### src/rtl/qeciphy_tx_arbiter.sv
// -----------------------------------------------------------------------------
// qeciphy_tx_arbiter
//
// Shares one QECIPHY TX AXI-Stream link between N_REQ local requesters.
// Round-robin arbitration with a bounded burst length (MAX_BURST beats per
// grant). Grants are issued only while the PHY reports link-up. The output
// beat is registered, giving a timing break in front of the PHY.
//
// Ports:
//   ACLK         clock (QECIPHY ACLK domain)
//   ARST         asynchronous, active-high reset
//   LINK_STATUS  QECIPHY STATUS; link is up when equal to LINK_UP_CODE
//   S_TDATA      requester data, requester i on [i*DATA_W +: DATA_W]
//   S_TVALID     per-requester valid
//   S_TREADY     per-requester ready (combinational, at most one bit high)
//   M_TDATA      to QECIPHY TX_TDATA (registered)
//   M_TVALID     to QECIPHY TX_TVALID (registered)
//   M_TREADY     from QECIPHY TX_TREADY
//   GRANT        one-hot current owner, all zero when nobody owns the link
//   BUSY         high while a burst is in progress
//
// Optional feature (compile-time macro QECIPHY_ARB_ID_TAG_EN):
//   When defined, the top clog2(N_REQ) bits of each captured beat are
//   overwritten with the owner index so the far end can demultiplex.
//   When undefined, data passes through unmodified.
// -----------------------------------------------------------------------------
module qeciphy_tx_arbiter #(
    parameter int unsigned N_REQ        = 4,
    parameter int unsigned DATA_W       = 64,
    parameter int unsigned MAX_BURST    = 16,
    parameter logic [3:0]  LINK_UP_CODE = 4'b0100
) (
    input  logic                      ACLK,
    input  logic                      ARST,
    input  logic [3:0]                LINK_STATUS,
    input  logic [N_REQ*DATA_W-1:0]   S_TDATA,
    input  logic [N_REQ-1:0]          S_TVALID,
    output logic [N_REQ-1:0]          S_TREADY,
    output logic [DATA_W-1:0]         M_TDATA,
    output logic                      M_TVALID,
    input  logic                      M_TREADY,
    output logic [N_REQ-1:0]          GRANT,
    output logic                      BUSY
);

    localparam int unsigned IDX_W = (N_REQ > 1) ? $clog2(N_REQ) : 1;
    localparam int unsigned CNT_W = $clog2(MAX_BURST + 1);

    typedef enum logic [1:0] {
        LINKDOWN,
        IDLE,
        BURST
    } state_t;

    state_t             state_q, state_d;
    logic               link_up_q;
    logic [N_REQ-1:0]   grant_q, grant_d;
    logic [IDX_W-1:0]   owner_q, owner_d;
    logic [IDX_W-1:0]   rr_ptr_q, rr_ptr_d;
    logic [CNT_W-1:0]   beat_cnt_q, beat_cnt_d;
    logic               m_tvalid_q;
    logic [DATA_W-1:0]  m_tdata_q;

    logic               out_free;
    logic               accept;
    logic [CNT_W-1:0]   beat_inc;
    logic [IDX_W-1:0]   next_ptr;
    logic [DATA_W-1:0]  owner_data;
    logic [DATA_W-1:0]  capture_data;

    // Round-robin search results
    logic               found;
    logic [IDX_W-1:0]   pick;
    logic [IDX_W-1:0]   cand_idx;
    int unsigned        cand;

    // -------------------------------------------------------------------------
    // Handshake and datapath helpers
    // -------------------------------------------------------------------------
    assign out_free   = !m_tvalid_q || M_TREADY;
    assign S_TREADY   = (state_q == BURST && link_up_q && out_free) ? grant_q : '0;
    assign accept     = S_TVALID[owner_q] && S_TREADY[owner_q];
    assign beat_inc   = beat_cnt_q + 1'b1;
    assign next_ptr   = (owner_q == IDX_W'(N_REQ - 1)) ? '0 : owner_q + 1'b1;
    assign owner_data = S_TDATA[owner_q*DATA_W +: DATA_W];

`ifdef QECIPHY_ARB_ID_TAG_EN
    always_comb begin
        capture_data = owner_data;
        capture_data[DATA_W-1 -: IDX_W] = owner_q;
    end
`else
    assign capture_data = owner_data;
`endif

    // -------------------------------------------------------------------------
    // State register
    // -------------------------------------------------------------------------
    always_ff @(posedge ACLK or posedge ARST) begin
        if (ARST) begin
            state_q    <= LINKDOWN;
            link_up_q  <= 1'b0;
            grant_q    <= '0;
            owner_q    <= '0;
            rr_ptr_q   <= '0;
            beat_cnt_q <= '0;
        end else begin
            state_q    <= state_d;
            link_up_q  <= (LINK_STATUS == LINK_UP_CODE);
            grant_q    <= grant_d;
            owner_q    <= owner_d;
            rr_ptr_q   <= rr_ptr_d;
            beat_cnt_q <= beat_cnt_d;
        end
    end

    // -------------------------------------------------------------------------
    // Round-robin search: first valid requester at or after rr_ptr, wrapping
    // -------------------------------------------------------------------------
    always_comb begin
        found    = 1'b0;
        pick     = '0;
        cand     = 0;
        cand_idx = '0;
        for (int unsigned k = 0; k < N_REQ; k++) begin
            cand = 32'(rr_ptr_q) + k;
            if (cand >= N_REQ) begin
                cand = cand - N_REQ;
            end
            cand_idx = IDX_W'(cand);
            if (!found && S_TVALID[cand_idx]) begin
                found = 1'b1;
                pick  = cand_idx;
            end
        end
    end

    // -------------------------------------------------------------------------
    // Next-state logic
    // -------------------------------------------------------------------------
    always_comb begin
        state_d    = state_q;
        grant_d    = grant_q;
        owner_d    = owner_q;
        rr_ptr_d   = rr_ptr_q;
        beat_cnt_d = beat_cnt_q;

        case (state_q)
            LINKDOWN: begin
                grant_d = '0;
                if (link_up_q) begin
                    state_d = IDLE;
                end
            end

            IDLE: begin
                if (!link_up_q) begin
                    state_d = LINKDOWN;
                end else if (found) begin
                    for (int unsigned k = 0; k < N_REQ; k++) begin
                        grant_d[k] = (IDX_W'(k) == pick);
                    end
                    owner_d    = pick;
                    beat_cnt_d = '0;
                    state_d    = BURST;
                end
            end

            BURST: begin
                if (accept) begin
                    beat_cnt_d = beat_inc;
                end
                // Link loss takes priority over budget exhaustion; a beat
                // accepted this cycle is already in the output register.
                if (!link_up_q) begin
                    state_d  = LINKDOWN;
                    grant_d  = '0;
                    rr_ptr_d = next_ptr;
                end else if ((accept && beat_inc == CNT_W'(MAX_BURST)) ||
                             (!S_TVALID[owner_q] && out_free)) begin
                    state_d  = IDLE;
                    grant_d  = '0;
                    rr_ptr_d = next_ptr;
                end
            end

            default: begin
                state_d = LINKDOWN;
                grant_d = '0;
            end
        endcase
    end

    // -------------------------------------------------------------------------
    // Output register: holds a valid beat stable until the PHY takes it,
    // independent of link state.
    // -------------------------------------------------------------------------
    always_ff @(posedge ACLK or posedge ARST) begin
        if (ARST) begin
            m_tvalid_q <= 1'b0;
            m_tdata_q  <= '0;
        end else if (accept) begin
            m_tvalid_q <= 1'b1;
            m_tdata_q  <= capture_data;
        end else if (M_TREADY) begin
            m_tvalid_q <= 1'b0;
        end
    end

    assign M_TVALID = m_tvalid_q;
    assign M_TDATA  = m_tdata_q;
    assign GRANT    = grant_q;
    assign BUSY     = (state_q == BURST);

endmodule

### config.mk
export PLATFORM = sky130hd
export DESIGN_NAME = qeciphy_tx_arbiter
export DESIGN_NICKNAME = d
export VERILOG_FILES = /design/src/rtl/qeciphy_tx_arbiter.sv
export SDC_FILE = /design/constraint.sdc
export NUM_CORES = 1
export LEC_CHECK = 0
export ABC_AREA = 0
export CAP_MARGIN = 15
export CORE_AREA = 5 5 129 131
export DETAILED_ROUTE_END_ITERATION = 16
export DIE_AREA = 0 0 134 136
export PLACE_DENSITY = 0.75
export SYNTH_ARGS = -nofsm -noshare
export SYNTH_HDL_FRONTEND = slang
export SYNTH_SLANG_ARGS = --single-unit
### constraint.sdc
create_clock -name ACLK -period 3.3 [get_ports ACLK]
set_input_delay 0.33 -clock ACLK [delete_from_list [all_inputs] [get_ports ACLK]]
set_output_delay 0.33 -clock ACLK [all_outputs]
set_load 0.03 [all_outputs]
# After elaboration in Yosys (flattened, before gate mapping)
# Index checks and enable logic that the tools add are counted.
# classes
n_eq_ne,15
order_cmp,9
add_sub_neg,9
reduce_logical,24
mux,45
shifts,1
# op_table
operator,count
256-bit by 9-bit indexed part select with 64-bit output,1
2-bit two-way mux,16
4-bit two-way mux,5
"2-bit by 3-bit < comparator with 1-bit output, second input constant",5
5-bit two-way mux,3
1-bit binary-select mux with 2-bit select,6
1-bit two-way mux,12
5-bit one-hot mux with 2 select lines,1
"3-bit greater-or-equal comparator, second input constant",3
3-bit AND reduction,3
1-bit logical AND,8
4-bit one-hot mux with 2 select lines,1
"2-bit by 1-bit subtractor with 2-bit output, second input constant",4
"2-bit by 2-bit adder with 3-bit output, second input constant",2
"2-bit inequality test, second input constant",3
2-bit one-hot mux with 3 select lines,1
"5-bit by 1-bit adder with 5-bit output, second input constant",1
"5-bit equality test, second input constant",1
1-bit logical NOT,5
"2-bit equality test, first input constant",2
"2-bit equality test, second input constant",2
"4-bit by 3-bit equality test with 1-bit output, second input constant",1
2-bit logical NOT,2
"2-bit by 1-bit inequality test with 1-bit output, second input constant",2
other kinds (11),13
# totals
elab_cells,111
output_inout_bits,74
register_bits,81

# Logic depth before layout (Yosys ltp)
# depth
depth_word,18
depth_mapped,9

# Least setup slack after synthesis
# No wires, ideal clock.
# synth_timing
kind,reg-to-reg
from,reg m_tvalid_q (netlist: M_TVALID)
to,reg grant_q[0] (netlist: GRANT[0])
required_ps,3172
setup_slack_ps,1257
synth_period_minus_slack_ps,2043
path_buffers,1
stages_incl_launch_ff,8
arrival_time_ps,1915
cell_sequence,dfrtp_1 nor2b_1 nor3b_2 o211a_1 buf_4 nand4_4 a41oi_2 mux2_1
# synth_between
elab_chain_len,11
elab_cells_between_ends,12
# synth_lines
element,line_no,text
"start, declared",61,logic m_tvalid_q;
"start signal, assigned",200,m_tvalid_q <= 1'b0;
"start signal, assigned",203,m_tvalid_q <= 1'b1;
"start signal, assigned",206,m_tvalid_q <= 1'b0;
1-bit logical NOT (*),80,assign out_free = !m_tvalid_q || M_TREADY;
1-bit logical OR (*),80,
1-bit logical AND,81,assign S_TREADY = (state_q == BURST && link_up_q && out_free) ? grant_q : '0;
4-bit two-way mux,81,
1-bit binary-select mux with 2-bit select,82,assign accept = S_TVALID[owner_q] && S_TREADY[owner_q];
1-bit two-way mux (not written as such),82,
1-bit logical AND,82,
1-bit logical AND,179,end else if ((accept && beat_inc == CNT_W'(MAX_BURST)) ||
1-bit logical OR (*),179,
3-bit by 2-bit inequality test with 1-bit output (no line) (*),-,
3-bit AND reduction (no line) (*),-,
"end signal, assigned",110,grant_q <= grant_d;
"end, declared",57,"logic [N_REQ-1:0] grant_q, grant_d;"
# Mark *: on every way between the ends. The rest lies on a longest branch, timed or not. The select of a mux whose other input is x is not followed.
# A chain may end at the register's enable or synchronous reset.

# Worst setup path after layout
# layout_timing
from,reg owner_q[0]
to,reg grant_q[3] (netlist: GRANT[3])
# layout_between
elab_chain_len,7
elab_cells_between_ends,11
# layout_lines
element,line_no,text
"start, declared",58,"logic [IDX_W-1:0] owner_q, owner_d;"
"start signal, assigned",111,owner_q <= owner_d;
1-bit binary-select mux with 2-bit select (on tied branches),"82, 180",
1-bit two-way mux (on tied branches),"82, 180",
1-bit logical AND or 1-bit logical NOT (tied branches),"82, 180",
1-bit logical AND (on tied branches),"179, 180",
1-bit logical OR (*),179,
3-bit by 2-bit inequality test with 1-bit output (no line) (*),-,
3-bit AND reduction (no line) (*),-,
# Marks and branches as above.

==> results by stage <==
Cells and area:
- The fraction of the core area covered by cells at the end of the flow is 57.3%.
- The final cell count without fillers is 847.
- The sequential cell area is 2030 um^2.
- Summing all multi-input logic gate instances after layout gives 2760 um^2.
- Summing all non-filler instances in the final layout gives an area of 8870 um^2.
- 0 antenna diodes ended up in the layout.
- For this run, the post-layout net count is 920.
- The total of fill cells in the finished design is 1,226.
- The post-route netlist has 25.5% of its cells at a drive strength greater than 1.
- Relative to the synthesized area, the layout overhead comes to 80.3%.

Placed design:
- The number of placed instances, taps included is 831.
- The post-place setup slack is 686 ps.
- In this run the cell area measured after placement is 8540 um^2.
- Input and output buffers added on the ports amount to 340.
- The congestion estimate from routability-driven global placement came to 0.852.
- Detailed placement finished with a half-perimeter wire length of 15,400 um.

Clock tree:
- The post-CTS setup buffer count is 0.
- The tree is rooted in a sky130_fd_sc_hd__clkbuf_16.
- TritonCTS built the clock tree.
- TritonCTS created 9 clock buffers.
- The clock tree synthesis step divided the H-tree into 3 levels.
- The maximum clock insertion buffer count is 2.
- At the later pin of the worst-skew pair, clock insertion delay measures 340 ps.
- The number of hold buffers added after CTS is 0.
- The number of gates resized after cts is 0.
- Clock tree synthesis found a total of 81 sinks.
- Clock-pin slew was measured on the worst setup and hold paths at 60 ps.

Yosys:
- The average instance in the mapped netlist occupies 15.6 um^2.
- The post-synthesis cell type count is 43.
- The cell with the most instances after synthesis is sky130_fd_sc_hd__dfrtp_1.
- Sorting the synthesized cells by how often they occur yields sky130_fd_sc_hd__dfrtp_1 (81), sky130_fd_sc_hd__mux2_2 (67), sky130_fd_sc_hd__mux4_2 (65).
- The share of the synthesized area in the top cell type is 41.2%.
- The share of synthesized flip-flops with an asynchronous set or reset is 100%.
- The largest total area in the synthesized netlist belongs to sky130_fd_sc_hd__dfrtp_1.
- The synthesized netlist occupies a cell area of 4920 um^2.
- In the synthesized netlist the dominant register cell turns out to be sky130_fd_sc_hd__dfrtp_1.
- Synthesis inferred 81 register bits.
- Yosys printed 0 warnings.
- After synthesis, the cell types taking the most area are sky130_fd_sc_hd__dfrtp_1 (41%), sky130_fd_sc_hd__mux4_2 (30%), sky130_fd_sc_hd__mux2_2 (15%).
- After synthesis, flip-flops and latches occupy 41.2% of the total area.
- The total nets after synthesis is 585.
- The number of instances in the synthesized netlist is 315.
- The number of flops mapped to enable cells by yosys is 0.

Timing:
- After layout, the worst path uses 77.3% of the clock period.
- Headroom to the max-slew limit came out at 42.6%.
- Setup repair after global routing left no endpoint under its margin.
- The least setup slack across all paths after layout is 749 ps.
- The minimum clock period after layout is 2550 ps.
- Between clock sinks in the finished design, the worst skew comes to 6.61 ps.
- On the final layout, the worst hold slack is 460 ps.
- The fmax is 392 MHz.
- Adding up every negative setup slack in the final design gives 0 ps.
- The total of endpoints with negative setup slack in the final report is 0.
- The pin slew with the least headroom to its limit is 861 ps.
- The count of final hold-check violations is 0.
- The max-slew violation count was 0.

Drt:
- The number of antenna-violating nets in the routed design is 0.
- Dividing the detail-routed via count by the number of cells gives 5.12.
- The count of unresolved DRC violations after routing is 0.
- The detailed-route wire length is 18,500 um.
- The iteration count of the initial detailed-routing pass is 4.
- The number of design-rule violations left by the first detailed-router iteration is 155.
- Dividing the detail-routed wire length by the instance count gives 21.9 um.
- The overall via count from detail_route is 4,336.

Power:
- The switching share of power is 20.3%.
- Per report_power, the sequential group accounts for 37.9% of the total.
- Combinational logic is responsible for 20.4% of the overall power.
- The worst-case IR drop observed on VDD is 0.236 mV.
- The leakage power figure is 3.56 nW.
- The total power is 2.67 mW.
- The share of total power dissipated in the clock network is 41.7%.
- In this run the power density over the cells is 302 nW/um^2.
- For this design the total switching power over the nets is 0.544 mW.
- The internal power of the cells totals 2.13 mW.

Global routing:
- Global routing used 20.1% of the available tracks.
- Entering global routing, the biggest net connects 47 pins.
- The first-pass GRT wire length is 28,200 um.
- The via count of the first global-routing pass is 4,901.
- The total overflow reported by the global router is 0.
- The number of antenna violations at the first check in global routing came to 0.

Critical path:
- The largest fanout of any net on the critical path is 35.
- STA puts the critical path data required time at 3510 ps.
- Walking the worst path, the cells encountered are mux4_2 -> or2_4 -> a41oi_2 -> mux2_1.
- The largest stage delay on the critical path is 840 ps.
- The worst setup path is captured at a flip-flop.
- The data arrival time at the worst-slack endpoint is 2770 ps.
- The path type of the worst setup path is reg2reg.
- The worst setup path is launched from a flip-flop.
- The largest individual stage delay along the critical path comes from the cell sky130_fd_sc_hd__dfrtp_4.

Floorplan:
- The number of placed I/O pins is 341.
- The height of the die is 136 um.
- The floorplan die width is 134 um.
- The number of cell rows is 46.
- The floorplan step defined a die boundary enclosing 18,200 um^2.
- For this configuration, the core starts out at a cell density of 31.8%.
- The floorplan step defined a core boundary enclosing 15,500 um^2.

Flow run:
- The number of max-cap violations is 0.

Hold path:
- The class of the worst hold path is in2async.

Outcome:
- The flow ran to the end, and the final reports show no timing, DRC or antenna violations.
critical path: cells and delay by family (launching register included):
family / cells / cell delay, ps
muxes: 2 / 970
and+or+nand+nor: 1 / 270
DFF: 1 / 840
AOI/OAI and AO/OA: 1 / 330
cell families after synthesis:
family / count (synthesis) / share of synthesized area, %
AOI/OAI and AO/OA: 25 / 3.51
adders and majority gates: 3 / 0.763
DFF: 81 / 41.2
xor gates and xnor gates: 2 / 0.356
and+or+nand+nor: 38 / 4.76
buffers and inverters: 28 / 2.77
muxes: 138 / 46.6
registers in the layout, indices dropped and copies added, names as in the netlist:
register    cells
owner_q         2
M_TDATA        64
beat_cnt_q      5
rr_ptr_q        2
GRANT           4
link_up_q       1
M_TVALID        1
state_q         2
final timing paths:
| check | start | end | slack [ps] | depth (start not counted) |
|---|---|---|---|---|
| min in group ACLK | M_TDATA[12] | M_TDATA[12] | 500 | 1 |
| setup reg to reg | owner_q[0] | GRANT[3] | 750 | 4 |
| hold reg to reg | M_TDATA[12] | M_TDATA[12] | 500 | 1 |
| setup / recovery | owner_q[0] | GRANT[3] | 750 | 4 |
| max in group asynchronous | ARST | M_TDATA[46] | 2110 | 3 |
| hold / removal | ARST | M_TDATA[39] | 460 | 2 |
power groups by stage:
stage / Sequential, mW / Combinational (mW) / Clock (mW)
final: 1.01 / 0.545 / 1.11
after CTS: 1.02 / 0.550 / 1.15
after detailed placement: 1.03 / 0.547 / 0
after global routing: 1.02 / 0.577 / 1.19
after floorplan: 1.02 / 0.197 / 0
after global placement: 1.03 / 0.533 / 0
layout by cell type (no fill, tap or decap), drive strengths merged, types with 6 or more instances in the layout:
cell | Yosys | routed
mux4 | 65 | 65
buf | 16 | 7
a21oi | 6 | 6
o21ai | 6 | 6
dfrtp | 81 | 81
mux2 | 73 | 73
nand2 | 9 | 9
clkbuf | 7 | 14
nor2 | 6 | 6
clkdlybuf4s50 | 0 | 340
final cells by class:
cell class / count / area share, %
Multi-Input combinational cell: 206 / 31.1
Clock buffer: 14 / 3.09
Tap cell: 192 / 2.71
Timing Repair Buffer: 347 / 39.2
Inverter: 5 / 0.226
Sequential cell: 81 / 22.9
Clock inverter: 2 / 0.677
per-layer routing:
metal / track usage [%] / routed length, um
met3: 5.63 / 1540
met4: 6.34 / 308
met1: 21.6 / 6530
met2: 38.3 / 10200
met5: 0 / 0
Note: power is estimated with default switching activity, not from simulation.
